File: src/rtl/branch_sequencer_if.sv
// Branch-request, comparator, resolution and fetch-redirect signals of the branch sequencer.
// Handshakes: a transfer happens on a rising edge where valid and ready are both high; the
// offering side holds valid and its payload stable until then, and ready never depends on valid.
interface branch_sequencer_if #(
    parameter int DATA_WIDTH = 16,
    parameter int ADDR_WIDTH = 16
);
    logic                  br_valid;
    logic                  br_ready;
    logic [2:0]            br_opcode;
    logic [DATA_WIDTH-1:0] br_first;
    logic [DATA_WIDTH-1:0] br_second;
    logic [ADDR_WIDTH-1:0] br_pc;
    logic [ADDR_WIDTH-1:0] br_offset;

    logic [DATA_WIDTH-1:0] cmp_first;
    logic [DATA_WIDTH-1:0] cmp_second;
    logic [2:0]            cmp_opcode;
    logic                  cmp_result;

    logic                  resolved;
    logic                  taken;
    logic                  redirect_valid;
    logic [ADDR_WIDTH-1:0] redirect_pc;
    logic                  fetch_ready;
    logic                  flush;
    logic [15:0]           taken_count;

    // master: requester, comparator and fetch unit; slave: the sequencer itself
    modport master (
        output br_valid, br_opcode, br_first, br_second, br_pc, br_offset,
        output cmp_result, fetch_ready,
        input  br_ready, cmp_first, cmp_second, cmp_opcode,
        input  resolved, taken, redirect_valid, redirect_pc, flush, taken_count
    );

    modport slave (
        input  br_valid, br_opcode, br_first, br_second, br_pc, br_offset,
        input  cmp_result, fetch_ready,
        output br_ready, cmp_first, cmp_second, cmp_opcode,
        output resolved, taken, redirect_valid, redirect_pc, flush, taken_count
    );
endinterface

File: src/rtl/branch_sequencer.sv
// Sequences one branch at a time through the external comparator, resolves it, and on a
// taken branch redirects fetch and then holds a pipeline flush for FLUSH_CYCLES cycles.
module branch_sequencer #(
    parameter int DATA_WIDTH   = 16,
    parameter int ADDR_WIDTH   = 16,
    parameter int FLUSH_CYCLES = 2
) (
    input  logic              clk,
    input  logic              rst_n,
    branch_sequencer_if.slave bif,
    output logic [1:0]        state_dbg
);
    typedef enum logic [1:0] {
        IDLE     = 2'd0,
        EVAL     = 2'd1,
        REDIRECT = 2'd2,
        FLUSH    = 2'd3
    } state_t;

    state_t                state;
    logic [ADDR_WIDTH-1:0] pc_q;
    logic [ADDR_WIDTH-1:0] offset_q;
    logic [ADDR_WIDTH-1:0] target;
    logic [3:0]            flush_cnt;
    logic [15:0]           taken_count_q;
    logic                  accept;

    // br_ready is registered and only ever high in IDLE, so it alone qualifies acceptance
    assign accept          = bif.br_valid && bif.br_ready;
    assign state_dbg       = state;
    assign bif.taken_count = taken_count_q;

    // Register jump takes the first operand; everything else is PC-relative and wraps
    always_comb begin
        target = pc_q + offset_q;
        if (bif.cmp_opcode == 3'd7) begin
            target = ADDR_WIDTH'(bif.cmp_first);
        end
    end

    always_ff @(posedge clk or negedge rst_n) begin
        if (!rst_n) begin
            state              <= IDLE;
            bif.br_ready       <= 1'b1;
            bif.cmp_first      <= '0;
            bif.cmp_second     <= '0;
            bif.cmp_opcode     <= '0;
            bif.resolved       <= 1'b0;
            bif.taken          <= 1'b0;
            bif.redirect_valid <= 1'b0;
            bif.redirect_pc    <= '0;
            bif.flush          <= 1'b0;
            pc_q               <= '0;
            offset_q           <= '0;
            flush_cnt          <= '0;
            taken_count_q      <= '0;
        end else begin
            bif.resolved <= 1'b0;
            bif.taken    <= 1'b0;
            case (state)
                IDLE: begin
                    if (accept) begin
                        bif.cmp_first  <= bif.br_first;
                        bif.cmp_second <= bif.br_second;
                        bif.cmp_opcode <= bif.br_opcode;
                        pc_q           <= bif.br_pc;
                        offset_q       <= bif.br_offset;
                        bif.br_ready   <= 1'b0;
                        state          <= EVAL;
                    end
                end
                EVAL: begin
                    // The comparator's answer is the outcome; the opcode is not re-decoded here
                    bif.resolved <= 1'b1;
                    bif.taken    <= bif.cmp_result;
                    if (bif.cmp_result) begin
                        bif.redirect_valid <= 1'b1;
                        bif.redirect_pc    <= target;
                        taken_count_q      <= taken_count_q + 16'd1;
                        state              <= REDIRECT;
                    end else begin
                        bif.br_ready <= 1'b1;
                        state        <= IDLE;
                    end
                end
                REDIRECT: begin
                    if (bif.fetch_ready) begin
                        bif.redirect_valid <= 1'b0;
                        bif.redirect_pc    <= '0;
                        bif.flush          <= 1'b1;
                        flush_cnt          <= 4'(FLUSH_CYCLES);
                        state              <= FLUSH;
                    end
                end
                FLUSH: begin
                    if (flush_cnt == 4'd1) begin
                        bif.flush    <= 1'b0;
                        flush_cnt    <= '0;
                        bif.br_ready <= 1'b1;
                        state        <= IDLE;
                    end else begin
                        flush_cnt <= flush_cnt - 4'd1;
                    end
                end
                default: state <= IDLE;
            endcase
        end
    end
endmodule

File: src/flat_wrapper.sv
// flat-port wrapper written by rule: the top's interface ports become plain ports
module branch_sequencer_flat 
#(
    parameter int DATA_WIDTH   = 16,
    parameter int ADDR_WIDTH   = 16,
    parameter int FLUSH_CYCLES = 2
)
  (clk, rst_n, state_dbg, bif_br_valid, bif_br_opcode, bif_br_first, bif_br_second, bif_br_pc, bif_br_offset, bif_cmp_result, bif_fetch_ready, bif_br_ready, bif_cmp_first, bif_cmp_second, bif_cmp_opcode, bif_resolved, bif_taken, bif_redirect_valid, bif_redirect_pc, bif_flush, bif_taken_count);
  branch_sequencer_if #(.DATA_WIDTH(DATA_WIDTH), .ADDR_WIDTH(ADDR_WIDTH)) bif_i ();
  input  logic clk;
  input  logic rst_n;
  output logic [1:0] state_dbg;
  input wire logic [$bits(bif_i.br_valid)-1:0] bif_br_valid;
  input wire logic [$bits(bif_i.br_opcode)-1:0] bif_br_opcode;
  input wire logic [$bits(bif_i.br_first)-1:0] bif_br_first;
  input wire logic [$bits(bif_i.br_second)-1:0] bif_br_second;
  input wire logic [$bits(bif_i.br_pc)-1:0] bif_br_pc;
  input wire logic [$bits(bif_i.br_offset)-1:0] bif_br_offset;
  input wire logic [$bits(bif_i.cmp_result)-1:0] bif_cmp_result;
  input wire logic [$bits(bif_i.fetch_ready)-1:0] bif_fetch_ready;
  output wire logic [$bits(bif_i.br_ready)-1:0] bif_br_ready;
  output wire logic [$bits(bif_i.cmp_first)-1:0] bif_cmp_first;
  output wire logic [$bits(bif_i.cmp_second)-1:0] bif_cmp_second;
  output wire logic [$bits(bif_i.cmp_opcode)-1:0] bif_cmp_opcode;
  output wire logic [$bits(bif_i.resolved)-1:0] bif_resolved;
  output wire logic [$bits(bif_i.taken)-1:0] bif_taken;
  output wire logic [$bits(bif_i.redirect_valid)-1:0] bif_redirect_valid;
  output wire logic [$bits(bif_i.redirect_pc)-1:0] bif_redirect_pc;
  output wire logic [$bits(bif_i.flush)-1:0] bif_flush;
  output wire logic [$bits(bif_i.taken_count)-1:0] bif_taken_count;
  assign bif_i.br_valid = bif_br_valid;
  assign bif_i.br_opcode = bif_br_opcode;
  assign bif_i.br_first = bif_br_first;
  assign bif_i.br_second = bif_br_second;
  assign bif_i.br_pc = bif_br_pc;
  assign bif_i.br_offset = bif_br_offset;
  assign bif_i.cmp_result = bif_cmp_result;
  assign bif_i.fetch_ready = bif_fetch_ready;
  assign bif_br_ready = bif_i.br_ready;
  assign bif_cmp_first = bif_i.cmp_first;
  assign bif_cmp_second = bif_i.cmp_second;
  assign bif_cmp_opcode = bif_i.cmp_opcode;
  assign bif_resolved = bif_i.resolved;
  assign bif_taken = bif_i.taken;
  assign bif_redirect_valid = bif_i.redirect_valid;
  assign bif_redirect_pc = bif_i.redirect_pc;
  assign bif_flush = bif_i.flush;
  assign bif_taken_count = bif_i.taken_count;
  branch_sequencer #(.DATA_WIDTH(DATA_WIDTH), .ADDR_WIDTH(ADDR_WIDTH), .FLUSH_CYCLES(FLUSH_CYCLES)) u_core (.clk(clk), .rst_n(rst_n), .bif(bif_i), .state_dbg(state_dbg));
endmodule
File: config.mk
export PLATFORM = sky130hd
export DESIGN_NAME = branch_sequencer_flat
export DESIGN_NICKNAME = d
export VERILOG_FILES = /design/src/rtl/branch_sequencer_if.sv /design/src/rtl/branch_sequencer.sv /design/src/flat_wrapper.sv
export SDC_FILE = /design/constraint.sdc
export NUM_CORES = 1
export LEC_CHECK = 0
export BUFFER_PORTS_ARGS = -buffer_cell sky130_fd_sc_hd__buf_2
export CAP_MARGIN = 30
export CORE_ASPECT_RATIO = 1.4
export CORE_UTILIZATION = 52
export DETAILED_ROUTE_END_ITERATION = 16
export GPL_TIMING_DRIVEN = 0
export PLACE_DENSITY = 0.85
export SETUP_SLACK_MARGIN = 0.4
export SYNTH_ARGS = -nofsm -noshare
export SYNTH_HDL_FRONTEND = slang
export SYNTH_SLANG_ARGS = --single-unit
File: constraint.sdc
create_clock -name clk -period 2.7 [get_ports clk]
set_input_delay 0.135 -clock clk [delete_from_list [all_inputs] [get_ports clk]]
set_output_delay 0.135 -clock clk [all_outputs]
set_load 0.01 [all_outputs]
# --- Yosys cells after proc, flatten, opt, wreduce, memory -nomap -nowiden ---
# Cells that the tools add are included.
word_totals:
  ff_bits: 110
  in_bits: 72
op_classes:
  eq_ne: 10
  addsub: 3
  n_reduce_logical: 12
  mux: 24
ops:
  columns: ["cell", "count"]
  rows:
  - ["16-bit 2-to-1 mux", 3]
  - ["16-bit one-hot mux with 2 select lines", 1]
  - ["16-bit by 1-bit adder with 16-bit output (second input constant)", 1]
  - ["16-bit adder", 1]
  - ["1-bit 2-to-1 mux", 9]
  - ["3-bit AND reduction", 3]
  - ["2-bit 2-to-1 mux", 4]
  - ["4-bit 2-to-1 mux", 2]
  - ["2-bit one-hot mux with 4 select lines", 1]
  - ["4-bit one-hot mux with 2 select lines", 1]
  - ["2-bit != test (second input constant)", 3]
  - ["2-bit AND reduction", 3]
  - ["2-bit equality test (second input constant)", 2]
  - ["4-bit by 1-bit equality test with 1-bit output (second input constant)", 1]
  - ["2-bit by 1-bit != test with 1-bit output (second input constant)", 2]
  - ["1-bit one-hot mux with 2 select lines", 2]
  - ["4-bit AND reduction", 1]
  - ["2-bit nonzero test", 2]
  - ["4-bit by 1-bit subtractor with 4-bit output (second input constant)", 1]
  - ["3-bit equality test (second input constant)", 1]
  - ["1-bit one-hot mux with 3 select lines", 1]
  - ["3-bit nonzero test", 1]
  - ["2-bit by 1-bit equality test with 1-bit output (second input constant)", 1]
  - ["2-bit zero test", 1]
  - ["1-bit logical AND", 1]

# --- Depth between registers and ports, before layout ---
# Gate-level depths: netlist (run 1).
logic_depth:
  ltp_word: 4
  depth_mapped: 9
  depth_no_buf: 8

# --- Worst setup path after synthesis (run 1) ---
# Ideal clock, no wire load.
synth_timing:
  path_kind: "register -> register"
  from: "register u_core.offset_q[0]"
  to: "register u_core.bif.redirect_pc[12]"
  setup_time_ns: 0.127
  n_path_buf: 0
  stages_incl_launch_ff: 9
  slack_ns: 0.617
  arrival_ns: 1.956
  synth_period_minus_slack_ns: 2.083
  path_cell_list: "dfrtp_1 -> ha_1 -> fa_1 -> a21o_2 -> a31oi_2 -> nor3_2 -> nor3_1 -> xor2_1 -> o21ai_1"
synth_via:
  elab_chain_len: 4
synth_lines:
  columns: ["element", "line_no", "rtl"]
  rows:
  - ["from (decl)", "branch_sequencer.sv:22", "logic [ADDR_WIDTH-1:0] offset_q;"]
  - ["from (signal assigned)", "branch_sequencer.sv:67", "offset_q <= bif.br_offset;"]
  - ["16-bit adder", "branch_sequencer.sv:35", "target = pc_q + offset_q;"]
  - ["16-bit 2-to-1 mux", "branch_sequencer.sv:36", "if (bif.cmp_opcode == 3'd7) begin"]
  - ["16-bit 2-to-1 mux", "branch_sequencer.sv:76", "if (bif.cmp_result) begin"]
  - ["16-bit one-hot mux with 2 select lines", "branch_sequencer.sv:60", "case (state)"]
  - ["to (signal assigned)", "branch_sequencer.sv:78", "bif.redirect_pc <= target;"]
  - ["to (decl)", "branch_sequencer_if.sv:41", "output resolved, taken, redirect_valid, redirect_pc, flush, taken_count"]
# Every way passes these cells. The select of a mux whose other input is x is not followed.
# A chain may end at the register's enable or synchronous reset.

# --- Final worst setup path (run 1) ---
layout_timing:
  from: "register u_core.offset_q[0]"
  to: "register u_core.bif.redirect_pc[10]"
# Same word-level chain as after synthesis.

==> results of run 1 <==
==> worst max-delay path: stages, from the launching register on <==
cell	delay [ps]
dfrtp_1	400
ha_2	220
fa_2	350
a21o_2	260
a31oi_4	220
nor2_1	110
a41oi_2	240
xor2_1	180
o21ai_1	70
==> path summary, 6_finish.rpt <==
check / startpoint / to / slack (ps) / depth (start not counted)
worst max-delay path: u_core.offset_q[0]$_DFFE_PN0P_ / u_core.bif.redirect_pc[10]$_DFFE_PN0P_ / 530 / 8
worst min-delay path: bif_br_first[8] / u_core.bif.cmp_first[8]$_DFFE_PN0P_ / 7 / 2
worst max register to register: u_core.offset_q[0]$_DFFE_PN0P_ / u_core.bif.redirect_pc[10]$_DFFE_PN0P_ / 530 / 8
worst min register to register: u_core.bif.taken_count[15]$_DFFE_PN0P_ / u_core.bif.taken_count[15]$_DFFE_PN0P_ / 470 / 1
max in group asynchronous: rst_n / u_core.bif.br_ready$_DFFE_PN1P_ / 1610 / 3
min in group asynchronous: rst_n / u_core.bif.redirect_pc[15]$_DFFE_PN0P_ / 350 / 2
==> cells by family (layout without fill, tap and decap cells) <==
kind of cell             after synthesis  in the layout  share of synthesized area, %
multiplexers                          69             69                          15.1
AO/OA/AOI/OAI                         85             85                          11.6
AND/OR/NAND/NOR                       77             77                          7.58
buffers and inverters                 22            200                          2.35
adder cells (fa/ha/maj)               19             19                          4.79
flip-flops                           110            110                          53.8
XOR/XNOR                              28             28                          4.79
==> flip-flops by register name, indices dropped and copies added, names as in the netlist, 3 cells and up, named ones only <==
| register | cells |
|---|---|
| u_core.bif.cmp_opcode | 3 |
| u_core.flush_cnt | 4 |
| u_core.bif.cmp_first | 16 |
| u_core.bif.redirect_pc | 16 |
| u_core.bif.taken_count | 16 |
| u_core.offset_q | 16 |
| u_core.bif.cmp_second | 16 |
| u_core.pc_q | 16 |
==> cell type report <==
class / count / area (µm²)
multi-input cells: 278 / 2260
plain buffers: 13 / 83.8
inverters: 9 / 36.3
clock inverters: 6 / 70.1
flip-flops and latches: 110 / 2750
well taps: 132 / 165
repair buffers: 162 / 916
fillers: 710 / 2980
clock buffers: 10 / 239
==> timing repair <==
item / 4_1_cts / 5_1_grt
setup buffers: 0 / 0
hold buffers: 16 / 0
pin swaps: 0 / 1
hold endpoints to repair: 62 / 0
gates resized for setup: 1 / 3
setup endpoints to repair: 3 / 4
==> per-stage QoR <==
| step | total power [mW] | setup WS [ps] | util (%) | hold slack (ps) | std cells |
|---|---|---|---|---|---|
| 6_report | 3.10 | 534 | 68.6 | 7.26 | 720 |
| 5_1_grt | 3.22 | 417 | 68.6 | 1.21 | 720 |
| 4_1_cts | 3.14 | 439 | 68.5 | 0.213 | 720 |
| 3_5_place_dp | 1.77 | 411 | 63.5 | 194 | 688 |
| 3_3_place_gp | 1.76 | 365 | 63.2 | 350 | 687 |
| 2_1_floorplan | 1.68 | 617 | - | -161 | 410 |
==> cell usage after synthesis (all sizes together) (2+ instances only) <==
| cell type | n |
|---|---|
| nand3 | 10 |
| nand4 | 5 |
| ha | 18 |
| a31oi | 3 |
| mux2i | 2 |
| nor2 | 14 |
| dfrtp | 109 |
| buf | 13 |
| mux2 | 67 |
| xnor2 | 16 |
| and3 | 2 |
| a21o | 7 |
| o21bai | 4 |
| a211oi | 2 |
| a22oi | 9 |
| nor3 | 5 |
| o21ai | 30 |
| inv | 9 |
| nand2 | 33 |
| a221oi | 2 |
| a21oi | 19 |
| xor2 | 12 |
| and4 | 5 |
==> metal layers <==
metal | GRT usage, % | vias up | share of wire [%]
li1 | - | 1829 | -
met1 | 27.2 | 1875 | 40
met2 | 42.2 | 120 | 54
met3 | 5.20 | 15 | 4.9
met4 | 8.23 | 0 | 1.8
met5 | 0 | - | 0
==> power breakdown <==
| part | total [mW] | leakage, nW | internal (mW) | switching (mW) |
|---|---|---|---|---|
| registers | 1.65 | 1.52 | 1.65 | 0 |
| clock network | 1.35 | 0.153 | 0.751 | 0.598 |
| logic | 0.106 | 1.89 | 0.0560 | 0.0503 |
| total | 3.10 | 3.56 | 2.45 | 0.648 |
==> results by group, run 1 <==
Outcome
  – Outcome: finished clean

Cells and area
  – Most common cell after layout, fill and taps aside: buf_2
  – Nets: 674
  – Diode count: 0
  – Layout cells sized above 1: 40.1%
  – Most frequent cells in the layout: buf_2 (151), dfrtp_1 (109), mux2_2 (39)
  – Area growth, synth to finish: 27.5%
  – Cell area after layout: 6530 µm²

Yosys
  – Yosys cell types: 52
  – Synthesized area per cell: 12.5 µm²
  – Syn_nets: 501
  – Main flop type after synthesis: dfrtp_1
  – Syn Inst Count: 410
  – Top cells by area, synth: dfrtp_1 (53%), mux2_2 (8.6%), mux2_1 (6.2%), ha_1 (4.4%), xnor2_1 (2.7%)
  – Register bit count reported by yosys: 110
  – Asr flop ratio synth: 100%
  – Synth area leader: dfrtp_1
  – Seq/Total Area, Yosys: 53.8%
  – Ys Warns: 0
  – Synthesized cell area: 5120 µm²
  – Post-synth EDFFs: 0
  – Area share of the largest cell type after synthesis: 53.3%

STA
  – Max frequency: 0.462 GHz
  – RSZ-0062 raised after global routing: no
  – Max-slew headroom: 58.5%
  – Final setup skew: 8.67 ps
  – Final Cycle Share: 80.2%
  – Tmin final: 2170 ps
  – Max Slew Vio Count: 0
  – Slew @ Worst Pin: 623 ps
  – Post-Route Setup TNS: 0 ps
  – Final hold violation count: 0
  – Final setup fails: 0

Floorplanning
  – Die area: 10200 µm²
  – Initial Util: 53.8%
  – FP Rows: 42
  – Die width: 85.9 µm
  – Die Span Y: 119 µm
  – Total I/O pin count: 146
  – Core region area: 9510 µm²

Power and ir drop
  – Power density cells: 475 nW/µm²
  – IR drop worst, VDD: 0.351 mV
  – Leakage: 3.56 nW

Clock tree
  – CTS clk-pin slew, worst paths: 80 ps
  – H-tree Lvls: 3
  – CTS tree: yes
  – Max clock buf depth: 2
  – Clk sinks: 110
  – Clk_lat worst skew: 350 ps
  – CTS root buffer: clkbuf_16
  – Clock buffer count from CTS: 9

Global route
  – Grt ovf: 0
  – Largest net degree at the start of global routing: 64
  – Antenna violations before repair: 0
  – Number of global-route vias before repair: 4027
  – Tot GR Track Use: 23.5%
  – First-pass GRT wire length: 18.6 mm

Drt
  – Vias: 3839
  – DRC Markers: 0
  – Final wirelength: 11.2 mm
  – Initial DRC count: 165
  – Vias per cell: 5.33
  – DR WL/cell: 15.5 µm
  – Drt pass-1 iters: 4
  – Antenna Nets Post-Route: 0

Placed design
  – DP Area: 6040 µm²
  – Gpl congestion: 0.843
  – Post-DP HPWL: 8.38 mm
  – I/O Buffers: 145

Setup path
  – Worst Setup End Kind: flip-flop
  – CP arrival: 2390 ps
  – Worst EP required: 2920 ps
  – CP Max Fanout: 3
  – Critical path type: flip-flop to flip-flop
  – Type of origin of the critical path: flip-flop

Min path
  – Hold Crit Class: input pin to flip-flop

Job
  – Max capacitance violation total: 0
Power figures use the tool's default switching activity.
==> run 2: changes to the inputs <==
--- a/config.mk
+++ b/config.mk
@@ -5,10 +5,11 @@
 export SDC_FILE = /design/constraint.sdc
 export NUM_CORES = 1
 export LEC_CHECK = 0
+export ABC_AREA = 1
 export BUFFER_PORTS_ARGS = -buffer_cell sky130_fd_sc_hd__buf_2
 export CAP_MARGIN = 30
 export CORE_ASPECT_RATIO = 1.4
-export CORE_UTILIZATION = 52
+export CORE_UTILIZATION = 53
 export DETAILED_ROUTE_END_ITERATION = 16
 export GPL_TIMING_DRIVEN = 0
 export PLACE_DENSITY = 0.85
==> constraint.sdc (replaced) <==
create_clock -name clk -period 2.2 [get_ports clk]
set_input_delay 0.11 -clock clk [delete_from_list [all_inputs] [get_ports clk]]
set_output_delay 0.11 -clock clk [all_outputs]
set_load 0.01 [all_outputs]
==> results by group, run 2 <==
Outcome
  – Outcome: finished clean

Drt
  – Initial DRC count: 296 (+79%)
  – DRC Markers: 0 (unchanged)
  – Vias: 5607 (+46%)
  – DR WL/cell: 15.8 µm (+1.8%)
  – Drt pass-1 iters: 5 (+1)
  – Final wirelength: 16.9 mm (+52%)
  – Vias per cell: 5.23 (-1.9%)
  – Antenna Nets Post-Route: 0 (unchanged)

Cells and area
  – Most common cell after layout, fill and taps aside: nand2_1
  – Cell area after layout: 8070 µm² (+24%)
  – Area occupied by multi-input gates: 2700 µm² (+19%)
  – Layout fillers: 574 (-19%)
  – Post-layout util: 81.1% (+12 points)
  – Layout cells sized above 1: 31.3% (-8.9 points)
  – Storage cell area: 2760 µm² (about the same)
  – Diode count: 0 (unchanged)
  – Most frequent cells in the layout: nand2_1 (269), buf_2 (146), dfrtp_1 (108)
  – Area growth, synth to finish: 48.2%
  – Non-Filler Instances: 1072 (+49%)
  – Nets: 1023 (+52%)

Yosys
  – List of most frequent post-synthesis cells: nand2_1 (329), dfrtp_1 (109), inv_1 (61)
  – Syn Inst Count: 693 (+69%)
  – Synthesized cell area: 5450 µm² (+6.4%)
  – Ys Warns: 0 (unchanged)
  – Asr flop ratio synth: 100% (unchanged)
  – Synth area leader: dfrtp_1
  – Synthesized area per cell: 7.86 µm² (-37%)
  – Most frequent cell after synthesis: nand2_1
  – Top cells by area, synth: dfrtp_1 (50%), nand2_1 (23%), inv_1 (4.2%), ha_1 (4.1%), nor2_1 (3.0%)
  – Syn_nets: 784 (+56%)
  – Seq/Total Area, Yosys: 50.6% (-3.2 points)
  – Area share of the largest cell type after synthesis: 50.1% (-3.2 points)
  – Yosys cell types: 30 (-42%)
  – Post-synth EDFFs: 0 (unchanged)
  – Register bit count reported by yosys: 110 (unchanged)
  – Main flop type after synthesis: dfrtp_1

Global route
  – Largest net degree at the start of global routing: 73 (+14%)
  – Antenna violations before repair: 0 (unchanged)
  – Tot GR Track Use: 28.4% (+5.0 points)
  – Number of global-route vias before repair: 5277 (+31%)
  – First-pass GRT wire length: 23.3 mm (+25%)
  – Grt ovf: 0 (unchanged)

Power and ir drop
  – Combinational power share: 58.3% (+55 points)
  – Pint: 6.84 mW (+180%)
  – Leakage: 4.54 nW (+28%)
  – Switching Share: 45.3% (+24 points)
  – Power share of the sequential group: 28.4% (-25 points)
  – IR drop worst, VDD: 0.860 mV (+150%)
  – Power share of the clock group: 13.3% (-30 points)
  – Power density cells: 1550 nW/µm² (+230%)
  – Net Sw Power: 5.67 mW (+780%)

Setup path
  – Reg2Reg Capture Point: u_core.bif.redirect_pc[10]$_DFFE_PN0P_
  – WP buf/inv: 0 (unchanged)
  – Reg-to-Reg Start: u_core.offset_q[0]$_DFFE_PN0P_
  – Max incr delay on CP: 400 ps (about the same)
  – Worst Setup End Kind: flip-flop
  – Worst reg2reg path depth: 12 (+4)
  – Type of origin of the critical path: flip-flop
  – Delay-heaviest family, CP: simple AND/OR/NAND/NOR gates
  – Most Frequent Cell on Critical Path: nand2_1
  – Worst EP required: 2450 ps (-470 ps)
  – CP Max Fanout: 3 (unchanged)
  – Reg-to-reg setup timing slack: 340 ps (-190 ps)
  – Slowest-stage cell, CP: dfrtp_1
  – CP arrival: 2110 ps (-280 ps)
  – Crit-path cells: ha_2, fa_2, nand2_2, nand2_1, nand3b_1, nand2_2, nand2_2, nand2_1, nand2_1, nand3_1, nand2_1, nand2_1
  – Critical path type: flip-flop to flip-flop

Placed design
  – Post-DP HPWL: 9.66 mm (+15%)
  – I/O Buffers: 145 (unchanged)
  – Gpl congestion: 0.876 (+3.9%)
  – Placed cell count: 974 (+42%)
  – DP Area: 6360 µm² (+5.3%)

STA
  – Max frequency: 0.538 GHz (+17%)
  – Max Slew Vio Count: 0 (unchanged)
  – Final setup skew: 9.62 ps (+0.941 ps)
  – Max-slew headroom: 39.7% (-19 points)
  – RSZ-0062 raised after global routing: yes
  – Slew @ Worst Pin: 905 ps (+282 ps)
  – Post-Route Setup TNS: 0 ps (unchanged)
  – Tmin final: 1860 ps (-309 ps)
  – Final hold violation count: 0 (unchanged)
  – Final Cycle Share: 84.4% (+4.2 points)
  – Hold slack: 38.7 ps (+31.5 ps)
  – Final setup fails: 0 (unchanged)

Min path
  – Worst hold start: bif_fetch_ready
  – Hold Path Depth: 3 (+1)
  – Hold Path End: u_core.bif.flush$_DFFE_PN0P_
  – Hold Crit Class: input pin to flip-flop

Floorplanning
  – Total I/O pin count: 146 (unchanged)
  – Initial Util: 54.7% (+0.89 points)
  – FP Rows: 43 (+2.4%)
  – Die Span Y: 122 µm (+2.1%)
  – Die width: 87.7 µm (+2.1%)
  – Die area: 10700 µm² (+4.3%)
  – Core region area: 9950 µm² (+4.6%)

Clock tree
  – Clk sinks: 110 (unchanged)
  – Max clock buf depth: 2 (unchanged)
  – Clock buffer count from CTS: 9 (unchanged)
  – H-tree Lvls: 3 (unchanged)
  – CTS tree: yes
  – CTS root buffer: clkbuf_16
  – Clk_lat worst skew: 360 ps (about the same)
  – CTS clk-pin slew, worst paths: 70 ps (about the same)

Job
  – Max capacitance violation total: 0 (unchanged)
run 2: cell count changes in the layout (fill, tap and decap cells not counted), moves of 7 or more:
cell           before  now
nand2_1            31  269
inv_1               7   60
dlygate4sd3_1      16   68
nand2_2             1   44
mux2_2             39    0
nor2_1             11   40
mux2_1             28    0
nand2_4             1   17
o21ai_1            15    1
nand3_1            10   23
xnor2_1            16    6
a22oi_1             9    0
a21oi_1            18   11
buf_8               0    7
run 2: worst register-to-register path: cells and delay by family, from the launching register on:
family / cells / cell delay (ps)
fa+ha+maj: 2 / 540
flops: 1 / 400
simple gates: 10 / 810
run 2: repair_timing:
item / CTS / global route
pin swaps: 4 / 20
gates cloned: 0 / 8
setup buffers: 0 / 6
hold endpoints to repair: 138 / 0
hold buffers: 68 / 0
gates resized for setup: 12 / 146
endpoints found under the setup margin: 56 / 83
run 2: kinds of logic (layout without fill, tap and decap cells):
group | after synthesis | in the layout | share of synthesized area [%]
xor+xnor | 21 | 21 | 3.38
fa+ha+maj | 19 | 19 | 4.50
compound gates | 37 | 37 | 3.49
simple gates | 422 | 422 | 31.1
buf+inv | 84 | 328 | 6.96
flops | 110 | 110 | 50.6
run 2: area by class of cell:
| class | instances | share of cell area, % |
|---|---|---|
| Multi-Input combinational cell | 499 | 33.4 |
| Inverter | 64 | 3.18 |
| Clock buffer | 10 | 2.84 |
| Timing Repair Buffer | 226 | 20.4 |
| Tap cell | 135 | 2.09 |
| Timing Repair inverter | 2 | 0.341 |
| Buffer | 20 | 2.67 |
| Sequential cell | 110 | 34.1 |
| Clock inverter | 6 | 0.868 |
run 2: per-stage QoR:
stage | worst slack (ps) | power, mW
global route | 310 | 13.3
global placement | -211 | 8.60
finish | 343 | 12.5
detailed placement | 262 | 8.75
CTS | 381 | 10.6
floorplan | 492 | 7.08
run 2: power by group through the flow:
stage | Sequential, mW | Combinational (mW) | Clock (mW)
final | 3.55 | 7.30 | 1.67
after floorplan | 3.63 | 3.45 | 0
after CTS | 3.44 | 5.47 | 1.65
after detailed placement | 3.47 | 5.28 | 0
after global placement | 3.44 | 5.16 | 0
after global routing | 3.63 | 7.94 | 1.76
run 2: per-layer routing:
metal	global-route usage (%)	routed length (µm)
met1	31.7	6240
met2	49.8	8890
met3	4.74	992
met4	17.7	822
met5	0	0
run 2: worst max-delay path by stage:
stage / from / end / slack (ps) / depth (start not counted)
floorplan: u_core.offset_q[0]$_DFFE_PN0P_ / u_core.bif.redirect_pc[8]$_DFFE_PN0P_ / 490 / 9
global placement: rst_n / u_core.bif.cmp_second[11]$_DFFE_PN0P_ / -210 / 1
detailed placement: u_core.offset_q[0]$_DFFE_PN0P_ / u_core.bif.redirect_pc[14]$_DFFE_PN0P_ / 260 / 12
CTS: u_core.offset_q[0]$_DFFE_PN0P_ / u_core.bif.redirect_pc[14]$_DFFE_PN0P_ / 380 / 12
global route: u_core.pc_q[0]$_DFFE_PN0P_ / u_core.bif.redirect_pc[14]$_DFFE_PN0P_ / 310 / 12
finish: u_core.offset_q[0]$_DFFE_PN0P_ / u_core.bif.redirect_pc[10]$_DFFE_PN0P_ / 340 / 12
